## src/rtl/li_arbiter.sv

```systemverilog
// Lateral-inhibition arbiter: collects per-neuron requests, scans the latched
// potentials for the highest value at or above threshold, and answers every
// requester in a single response cycle.

// Per-neuron potential latch, loaded when that neuron's request is accepted.
module li_pot_lane #(
    parameter int W = 24
) (
    input  logic         clk,
    input  logic         rst_n,
    input  logic         ld_i,
    input  logic [W-1:0] pot_i,
    output logic [W-1:0] pot_o
);
    logic [W-1:0] pot_q;

    // Capture the bus value only on an accepted request.
    always_ff @(posedge clk or negedge rst_n) begin
        if (!rst_n)    pot_q <= '0;
        else if (ld_i) pot_q <= pot_i;
    end

    assign pot_o = pot_q;
endmodule

module li_arbiter #(
    parameter int N      = 8,
    parameter int W      = 24,
    parameter int TH     = 15018,
    parameter int IDX_W  = 3,
    parameter int COL_TO = 16
) (
    input  logic             clk,
    input  logic             rst_n,
    input  logic             start_core_img_i,
    input  logic [N-1:0]     start_li_i,
    input  logic [N*W-1:0]   potential_bus_i,
    output logic             li_o,
    output logic [N-1:0]     valid_li_o,
    output logic [N-1:0]     won_lost_o,
    output logic [IDX_W-1:0] winner_idx_o,
    output logic             proto_err_o
);
    localparam int TMR_W = $clog2(COL_TO) + 1;
    localparam logic signed [W-1:0] TH_S = W'(TH);

    typedef enum logic [1:0] {S_IDLE, S_COLLECT, S_SCAN, S_RESP} state_t;

    state_t              state_q, state_d;
    logic [N-1:0]        pending_q, pending_d;
    logic [N-1:0]        ld;
    logic [N-1:0][W-1:0] pot_q;
    logic [IDX_W-1:0]    cnt_q, cnt_d;
    logic [TMR_W-1:0]    timer_q, timer_d;
    logic signed [W-1:0] best_val_q, best_val_d;
    logic [IDX_W-1:0]    best_idx_q, best_idx_d;
    logic                found_q, found_d;
    logic                li_q, li_d;
    logic [N-1:0]        valid_q, valid_d;
    logic [N-1:0]        won_q, won_d;
    logic [IDX_W-1:0]    widx_q, widx_d;
    logic                perr_q, perr_d;
    logic [N-1:0]        new_req, rep_req;
    logic signed [W-1:0] cur_pot;

    genvar gi;
    generate
        for (gi = 0; gi < N; gi++) begin : g_lane
            li_pot_lane #(.W(W)) u_lane (
                .clk   (clk),
                .rst_n (rst_n),
                .ld_i  (ld[gi]),
                .pot_i (potential_bus_i[W*gi +: W]),
                .pot_o (pot_q[gi])
            );
        end
    endgenerate

    assign cur_pot = pot_q[cnt_q];

    // Next-state and registered-output logic; image restart overrides everything.
    always_comb begin
        state_d    = state_q;
        pending_d  = pending_q;
        ld         = '0;
        cnt_d      = cnt_q;
        timer_d    = timer_q;
        best_val_d = best_val_q;
        best_idx_d = best_idx_q;
        found_d    = found_q;
        li_d       = li_q;
        valid_d    = '0;
        won_d      = '0;
        widx_d     = widx_q;
        perr_d     = 1'b0;
        new_req    = start_li_i & ~pending_q;
        rep_req    = start_li_i & pending_q;
        if (start_core_img_i) begin
            state_d   = S_IDLE;
            pending_d = '0;
            li_d      = 1'b0;
            found_d   = 1'b0;
        end else begin
            case (state_q)
                S_IDLE: begin
                    if (|start_li_i) begin
                        pending_d = pending_q | start_li_i;
                        ld        = start_li_i;
                        timer_d   = '0;
                        state_d   = S_COLLECT;
                    end
                end
                S_COLLECT: begin
                    // Repeat requests are flagged and dropped; fresh ones are latched.
                    perr_d    = |rep_req;
                    ld        = new_req;
                    pending_d = pending_q | new_req;
                    timer_d   = timer_q + 1'b1;
                    if ((&pending_q) || (timer_q == TMR_W'(COL_TO - 1))) begin
                        state_d    = S_SCAN;
                        cnt_d      = '0;
                        found_d    = 1'b0;
                        best_val_d = '0;
                        best_idx_d = '0;
                    end
                end
                S_SCAN: begin
                    perr_d = |start_li_i;
                    // Strictly-greater replacement keeps the lowest index on ties.
                    if (pending_q[cnt_q] && (cur_pot >= TH_S) &&
                        (!found_q || (cur_pot > best_val_q))) begin
                        found_d    = 1'b1;
                        best_val_d = cur_pot;
                        best_idx_d = cnt_q;
                    end
                    cnt_d = cnt_q + 1'b1;
                    if (cnt_q == IDX_W'(N - 1)) begin
                        // Response registers load here so they are visible during RESP.
                        state_d = S_RESP;
                        valid_d = pending_q;
                        if (found_d) begin
                            won_d[best_idx_d] = 1'b1;
                            widx_d            = best_idx_d;
                            li_d              = 1'b1;
                        end else begin
                            won_d = pending_q;
                        end
                    end
                end
                S_RESP: begin
                    perr_d    = |start_li_i;
                    pending_d = '0;
                    state_d   = S_IDLE;
                end
                default: state_d = S_IDLE;
            endcase
        end
    end

    // State and output registers.
    always_ff @(posedge clk or negedge rst_n) begin
        if (!rst_n) begin
            state_q    <= S_IDLE;
            pending_q  <= '0;
            cnt_q      <= '0;
            timer_q    <= '0;
            best_val_q <= '0;
            best_idx_q <= '0;
            found_q    <= 1'b0;
            li_q       <= 1'b0;
            valid_q    <= '0;
            won_q      <= '0;
            widx_q     <= '0;
            perr_q     <= 1'b0;
        end else begin
            state_q    <= state_d;
            pending_q  <= pending_d;
            cnt_q      <= cnt_d;
            timer_q    <= timer_d;
            best_val_q <= best_val_d;
            best_idx_q <= best_idx_d;
            found_q    <= found_d;
            li_q       <= li_d;
            valid_q    <= valid_d;
            won_q      <= won_d;
            widx_q     <= widx_d;
            perr_q     <= perr_d;
        end
    end

    assign li_o         = li_q;
    assign valid_li_o   = valid_q;
    assign won_lost_o   = won_q;
    assign winner_idx_o = widx_q;
    assign proto_err_o  = perr_q;
endmodule

```

## config.mk

```make
export PLATFORM = sky130hd
export DESIGN_NAME = li_arbiter
export DESIGN_NICKNAME = d
export VERILOG_FILES = /design/src/rtl/li_arbiter.sv
export SDC_FILE = /design/constraint.sdc
export NUM_CORES = 1
export LEC_CHECK = 0
export ABC_AREA = 1
export CORE_MARGIN = 2
export CORE_UTILIZATION = 45
export DETAILED_ROUTE_END_ITERATION = 12
export GPL_ROUTABILITY_DRIVEN = 0
export PLACE_DENSITY = 0.7
export SYNTH_ARGS = -nofsm -noshare
export SYNTH_HDL_FRONTEND = slang
export SYNTH_SLANG_ARGS = --single-unit
```

## constraint.sdc

```tcl
create_clock -name clk -period 9.3 [get_ports clk]
set_input_delay 1.86 -clock clk [delete_from_list [all_inputs] [get_ports clk]]
set_output_delay 1.86 -clock clk [all_outputs]
set_load 0.02 [all_outputs]
```

==> results of run 1 <==
[final timing paths]
check / start / endpoint / slack (ns)
worst min-delay path: best_val_q[23]$_DFFE_PN0P_ / best_val_q[23]$_DFFE_PN0P_ / 0.50
max in group asynchronous: rst_n / g_lane[4].u_lane.pot_o[13]$_DFFE_PN0P_ / 6.64
min in group asynchronous: rst_n / g_lane[0].u_lane.pot_o[20]$_DFFE_PN0P_ / 1.33
worst max-delay path: cnt_q[0]$_DFFE_PN0P_ / best_val_q[2]$_DFFE_PN0P_ / 4.84
worst min register to register: best_val_q[23]$_DFFE_PN0P_ / best_val_q[23]$_DFFE_PN0P_ / 0.50
worst max register to register: cnt_q[0]$_DFFE_PN0P_ / best_val_q[2]$_DFFE_PN0P_ / 4.84
[layer usage]
layer | global-route usage, % | wire length [um] | vias up | share of wire, %
met2 | 40.6 | 17000 | 352 | 46
met4 | 5.60 | 735 | 0 | 2.0
li1 | - | - | 5525 | -
met3 | 2.74 | 2130 | 52 | 5.8
met1 | 35.5 | 16700 | 5406 | 46
met5 | 0 | 0 | - | 0
[cells by family after synthesis]
logic type,after synthesis
simple gates,740
buf+inv,318
flops,259
compound gates,252
mux,42
fa+ha+maj,32
xor+xnor,1
[through the flow]
| step | worst slack (ns) | hold WS [ns] | std cells | instance area (um^2) |
|---|---|---|---|---|
| global placement | 4.97 | 0.484 | 2185 | 15400 |
| floorplan | 5.91 | 0.464 | 1644 | 12900 |
| finish | 4.84 | 0.497 | 2237 | 16400 |
| detailed placement | 4.81 | 0.487 | 2185 | 15400 |
| global route | 4.45 | 0.524 | 2237 | 16400 |
| CTS | 4.82 | 0.501 | 2237 | 16400 |
[flip-flops by register name, summed over array words and instances (netlist names)]
| signal | flops |
|---|---|
| found_q | 1 |
| cnt_q | 3 |
| winner_idx_o | 3 |
| li_o | 1 |
| g_lane.u_lane.pot_o | 192 |
| best_val_q | 24 |
| best_idx_q | 3 |
| state_q | 2 |
| timer_q | 5 |
| pending_q | 8 |
| won_lost_o | 8 |
| valid_li_o | 8 |
| proto_err_o | 1 |
[area by class of cell]
cell class                      instances  share of cell area (%)
Clock buffer                           45                    5.35
Clock inverter                          7                   0.695
Inverter                              240                    5.52
Multi-Input combinational cell       1067                    31.6
Sequential cell                       259                    39.6
Tap cell                              384                    2.93
Timing Repair Buffer                  235                    14.3
[critical path, cell delays in order (launching register included)]
cell and delay [ns]:
dfrtp_4 0.86, buf_4 0.69, nand2_1 0.16, nand3_1 0.15, nand2_1 0.07, nand2_1 0.06
nand2_1 0.11, ha_1 0.30, nand2_1 0.07, nor2_1 0.15, nand4_1 0.12, nor2_1 0.14
nand2_1 0.08, nand4_1 0.07, nand3_1 0.08, nand2_1 0.12, nand4_4 0.19, a21boi_4 0.63
o21ai_0 0.17
[synth_stat cells (2+ instances only)]
library cell	number
o22ai_1	7
o21ai_0	28
nand2_2	3
nor2_2	3
inv_1	236
nand2_1	355
nor3_1	2
o211ai_1	9
ha_1	32
dfrtp_1	259
clkbuf_1	37
buf_2	25
buf_4	11
buf_6	2
nor2_1	256
nand3_1	113
buf_1	3
o21ai_1	22
a21oi_1	180
mux2_2	41
nand4_1	4
inv_2	2
[report_power, final]
part	total, mW	leakage, nW	internal (mW)	switching [mW]
combinational	1.99	4.49	0.737	1.25
clock	1.18	0.489	0.725	0.453
sequential	1.77	3.02	1.59	0.187
==> impl_metrics.toml, run 1 <==
[synthesis]
synth_xor_area_share_pct = 0.0677
synth_top_family_by_area = "simple AND/OR/NAND/NOR gates"
synth_top_cell_area_share_pct = 50.1
synth_cell_types = 36
yosysTopAreaCell = "dfrtp_1"
synthArstFlopShare_pct = 100
syn_area_um2 = 12900
synth_top_flop_cell = "dfrtp_1"
syn_nets = 1879
yosys_warnings = 0
ys_seq_area_share_pct = 50.1
synth-edff-count = 0
avgSynthCellArea_um2 = 7.87
ys_ff_latch = 259
synth_compound_area_share_pct = 10.2
muxShareOfSynthArea_pct = 3.64
synthSimpleGateAreaFrac_pct = 23.0
syn_inst = 1644
synth_area_leaders = "dfrtp_1 50%, nand2_1 10%, nor2_1 7.4%"
synthAdderAreaFrac_pct = 3.09

[layout]
mostFrequentLayoutCells = "355 x nand2_1, 257 x dfrtp_1, 256 x nor2_1"
final_common_cell = "nand2_1"
final_layout_size_suffix_gt1_share_pct = 6.10
antennaDiodeCount = 0
multi_input_area_um2 = 5180
ff_latch_area_um2 = 6490
layout.nets = 2066
utilization_pct = 57.4
syn2layout_area_growth_pct = 26.5
fillers = 2691

[sta]
min_period_over_period_pct = 47.9
layout_min_cycle_time_ns = 4.46
max_freq_mhz = 224
final-setup-viol-count = 0
fin_setup_tns_ns = 0
slew_viol_final = 0
rsz0062_at_grt = "no"
hold_viol = 0
worstMarginPinSlew_ns = 1.19
skew_ns = 0.0156
maxSlewHeadroom_pct = 20.8

[clock_network]
cts_setup_buffers = 0
cts.sinks = 259
cts_resized = 0
cts_hold_buf = 0
root_buffer = "clkbuf_16"
clkTransAtPathRegs_ns = 0.06
cts_buffer_depth = 3
h-tree-depth = 1
cts_made_buffers = 28
cts_tree = "done"
clk_latency_ns = 0.55

[routing]
ant_nets = 0
drtPass1Iterations = 7
vias = 11300
wl_per_cell_um = 16.3
first_iter_violations = 991
wl_um = 36500
drc = 0
drt-vias-per-instance = 5.07

[place]
hpwl_um = 25600
io_buffers = 223

[status]
run_status = "finished, final reports clean"

[floorplan]
die_w_um = 174
core_area_um2 = 28500
initial_core_util_pct = 45.3
design.portCount = 224
rows = 62
dieArea_um2 = 30100
die_h_um = 174

[worst_setup_path]
crit_fanout = 74
worstSetupEndpointType = "flip-flop"
critPathKind = "reg2reg"
critical_path_arrival_ns = 4.85
cp.required_ns = 9.69
critPathLaunchType = "flip-flop"
rr_worst_depth = 18

[power_and_ir_drop]
power_density_nw_per_um2 = 302
power.leakage_nw = 8.00
vdd_drop_max_v = 0.000174
power_mw = 4.94

[grt]
track_usage_pct = 24.7
antenna_found_initial = 0
grt_pass1_vias = 11300
overflow = 0
grt_pass1_wl_um = 60100
grt_max_degree = 144

[hold_path]
min_path_type = "reg2reg"
hold_path_depth = 2

[flow_run]
timing.max_cap.violations = 0
(Power assumes the default switching activity.)
==> run 2, diff against run 1 <==
==> constraint.sdc (replaced) <==
create_clock -name clk -period 4.25 [get_ports clk]
set_input_delay 0.85 -clock clk [delete_from_list [all_inputs] [get_ports clk]]
set_output_delay 0.85 -clock clk [all_outputs]
set_load 0.02 [all_outputs]
==> run 2 against run 1 <==
  * Global-route usage up 0.64 points
  * Wire length is 3.3% higher
  * Register-to-register slack got worse by 4.3 ns
  * Critical path type unchanged
  * Largest cell class unchanged
==> impl_metrics.toml, run 2 (synthesis results as in run 1) <==
[status]
run_status = "finished, final reports clean"

[routing]
drt-vias-per-instance = 5.13
ant_nets = 0
wl_um = 37700
vias = 11500
drtPass1Iterations = 5
wl_per_cell_um = 16.8
first_iter_violations = 1095
drc = 0

[hold_path]
min_path_type = "in2async"

[floorplan]
dieArea_um2 = 30100
die_w_um = 174
core_area_um2 = 28500
design.portCount = 224
die_h_um = 174
rows = 62
initial_core_util_pct = 45.3

[layout]
final_layout_size_suffix_gt1_share_pct = 6.66
syn2layout_area_growth_pct = 27.1
layout.nets = 2077
mostFrequentLayoutCells = "355 x nand2_1, 257 x dfrtp_1, 256 x nor2_1"
antennaDiodeCount = 0
final_common_cell = "nand2_1"
largest_reg_flops = 192

[power_and_ir_drop]
vdd_drop_max_v = 0.000374
power.leakage_nw = 8.04
power.share.clock_pct = 22.6
switching_share_pct = 39.0
pwr-share-comb_pct = 41.8
p_seq_share_pct = 35.5
p_int_mw = 6.57
power_density_nw_per_um2 = 655
p_sw_mw = 4.20

[sta]
worstMarginPinSlew_ns = 1.08
layout_min_cycle_time_ns = 3.71
fin_setup_tns_ns = 0
min_period_over_period_pct = 87.4
max_freq_mhz = 269
maxSlewHeadroom_pct = 27.5
final-setup-viol-count = 0
fin_ws_ns = 0.537
slew_viol_final = 0
hold_viol = 0
skew_ns = 0.0172
rsz0062_at_grt = "no"

[worst_setup_path]
critPathLaunchType = "flip-flop"
worstPathCellList = "buf_12 -> nand2_1 -> nand3_1 -> nand2_1 -> o21ai_0 -> inv_1 -> ha_1 -> nand2_1 -> nor2_1 -> nand2_1 -> nor2_1 -> nand2_1 -> nand4_1 -> nand3_1 -> nand2_1 -> nand4_4 -> nor2_4 -> nand2_1 -> o21ai_1"
crit_fanout = 135
cpMaxStageDelayCell = "nor2_4"
crit_path_frequent_cell = "nand2_1"
cp.required_ns = 4.73
critPathKind = "reg2reg"
worstSetupEndpointType = "flip-flop"
critPathTopFamily = "simple AND/OR/NAND/NOR gates"
cp.buffers_inverters = 2
rrSetupSlack_ns = 0.54
critical_path_arrival_ns = 4.19
max_stage_delay_ns = 0.50

[clock_network]
cts.sinks = 259
cts_hold_buf = 0
clk_latency_ns = 0.56
cts_resized = 0
cts_tree = "done"
cts_made_buffers = 28
root_buffer = "clkbuf_16"
clkTransAtPathRegs_ns = 0.06
cts_setup_buffers = 0
h-tree-depth = 1
cts_buffer_depth = 3

[place]
place_ws_ns = 0.616
io_buffers = 223
hpwl_um = 26500

[grt]
overflow = 0
track_usage_pct = 25.3
grt_pass1_vias = 11500
grt_pass1_wl_um = 60800
antenna_found_initial = 1
grt_max_degree = 136

[flow_run]
timing.max_cap.violations = 0
run 2: power by group through the flow:
| stage | combinational [mW] | clock (mW) | sequential (mW) |
|---|---|---|---|
| finish | 4.51 | 2.44 | 3.83 |
| floorplan | 3.24 | 0 | 3.75 |
| detailed placement | 4.47 | 0 | 3.86 |
| global route | 5.13 | 2.58 | 3.92 |
| global placement | 4.35 | 0 | 3.83 |
| CTS | 4.51 | 2.47 | 3.82 |
run 2: layout make-up:
| type | count | area, um^2 |
|---|---|---|
| multi-input combinational | 1067 | 5180 |
| timing repair buffer | 246 | 2470 |
| inverter | 240 | 903 |
| clock inverter | 8 | 82.6 |
| fill | 2607 | 12100 |
| clock buffer | 43 | 847 |
| sequential | 259 | 6490 |
| tap | 384 | 480 |
run 2: per-stage QoR:
stage               hold slack [ns]  instances  cell area, um^2  util, %  power [mW]
floorplan                     0.464       1644            12900        -        6.99
global placement              0.481       2196            15500     54.4        8.18
detailed placement            0.475       2196            15500     54.4        8.33
CTS                           0.408       2247            16500     57.6        10.8
global route                  0.444       2247            16500     57.6        11.6
finish                        0.374       2247            16500     57.6        10.8
run 2: layer usage:
layer | global-route usage [%] | vias up | routed length (um)
met1 | 35.2 | 5486 | 16900
met5 | 0 | - | 13
met4 | 8.82 | 2 | 1290
met2 | 40.0 | 424 | 17100
li1 | - | 5540 | -
met3 | 4.85 | 82 | 2500
run 2: final timing paths:
| check | endpoint | depth (start not counted) | start |
|---|---|---|---|
| setup / recovery | best_val_q[16]$_DFFE_PN0P_ | 19 | cnt_q[0]$_DFFE_PN0P_ |
| hold / removal | g_lane[3].u_lane.pot_o[17]$_DFFE_PN0P_ | 1 | rst_n |
| setup reg to reg | best_val_q[16]$_DFFE_PN0P_ | 19 | cnt_q[0]$_DFFE_PN0P_ |
| hold reg to reg | li_o$_DFFE_PN0P_ | 2 | li_o$_DFFE_PN0P_ |
| max in group asynchronous | g_lane[5].u_lane.pot_o[18]$_DFFE_PN0P_ | 2 | rst_n |
| min in group clk | li_o$_DFFE_PN0P_ | 2 | li_o$_DFFE_PN0P_ |
==> run 3, diff against run 2 <==
--- a/config.mk
+++ b/config.mk
@@ -11,6 +11,7 @@
 export DETAILED_ROUTE_END_ITERATION = 12
 export GPL_ROUTABILITY_DRIVEN = 0
 export PLACE_DENSITY = 0.7
+export SKIP_CTS_REPAIR_TIMING = 1
 export SYNTH_ARGS = -nofsm -noshare
 export SYNTH_HDL_FRONTEND = slang
 export SYNTH_SLANG_ARGS = --single-unit
==> results of run 3 <==
Same layout as run 2: the final DEF is identical, and so are final timing and power.
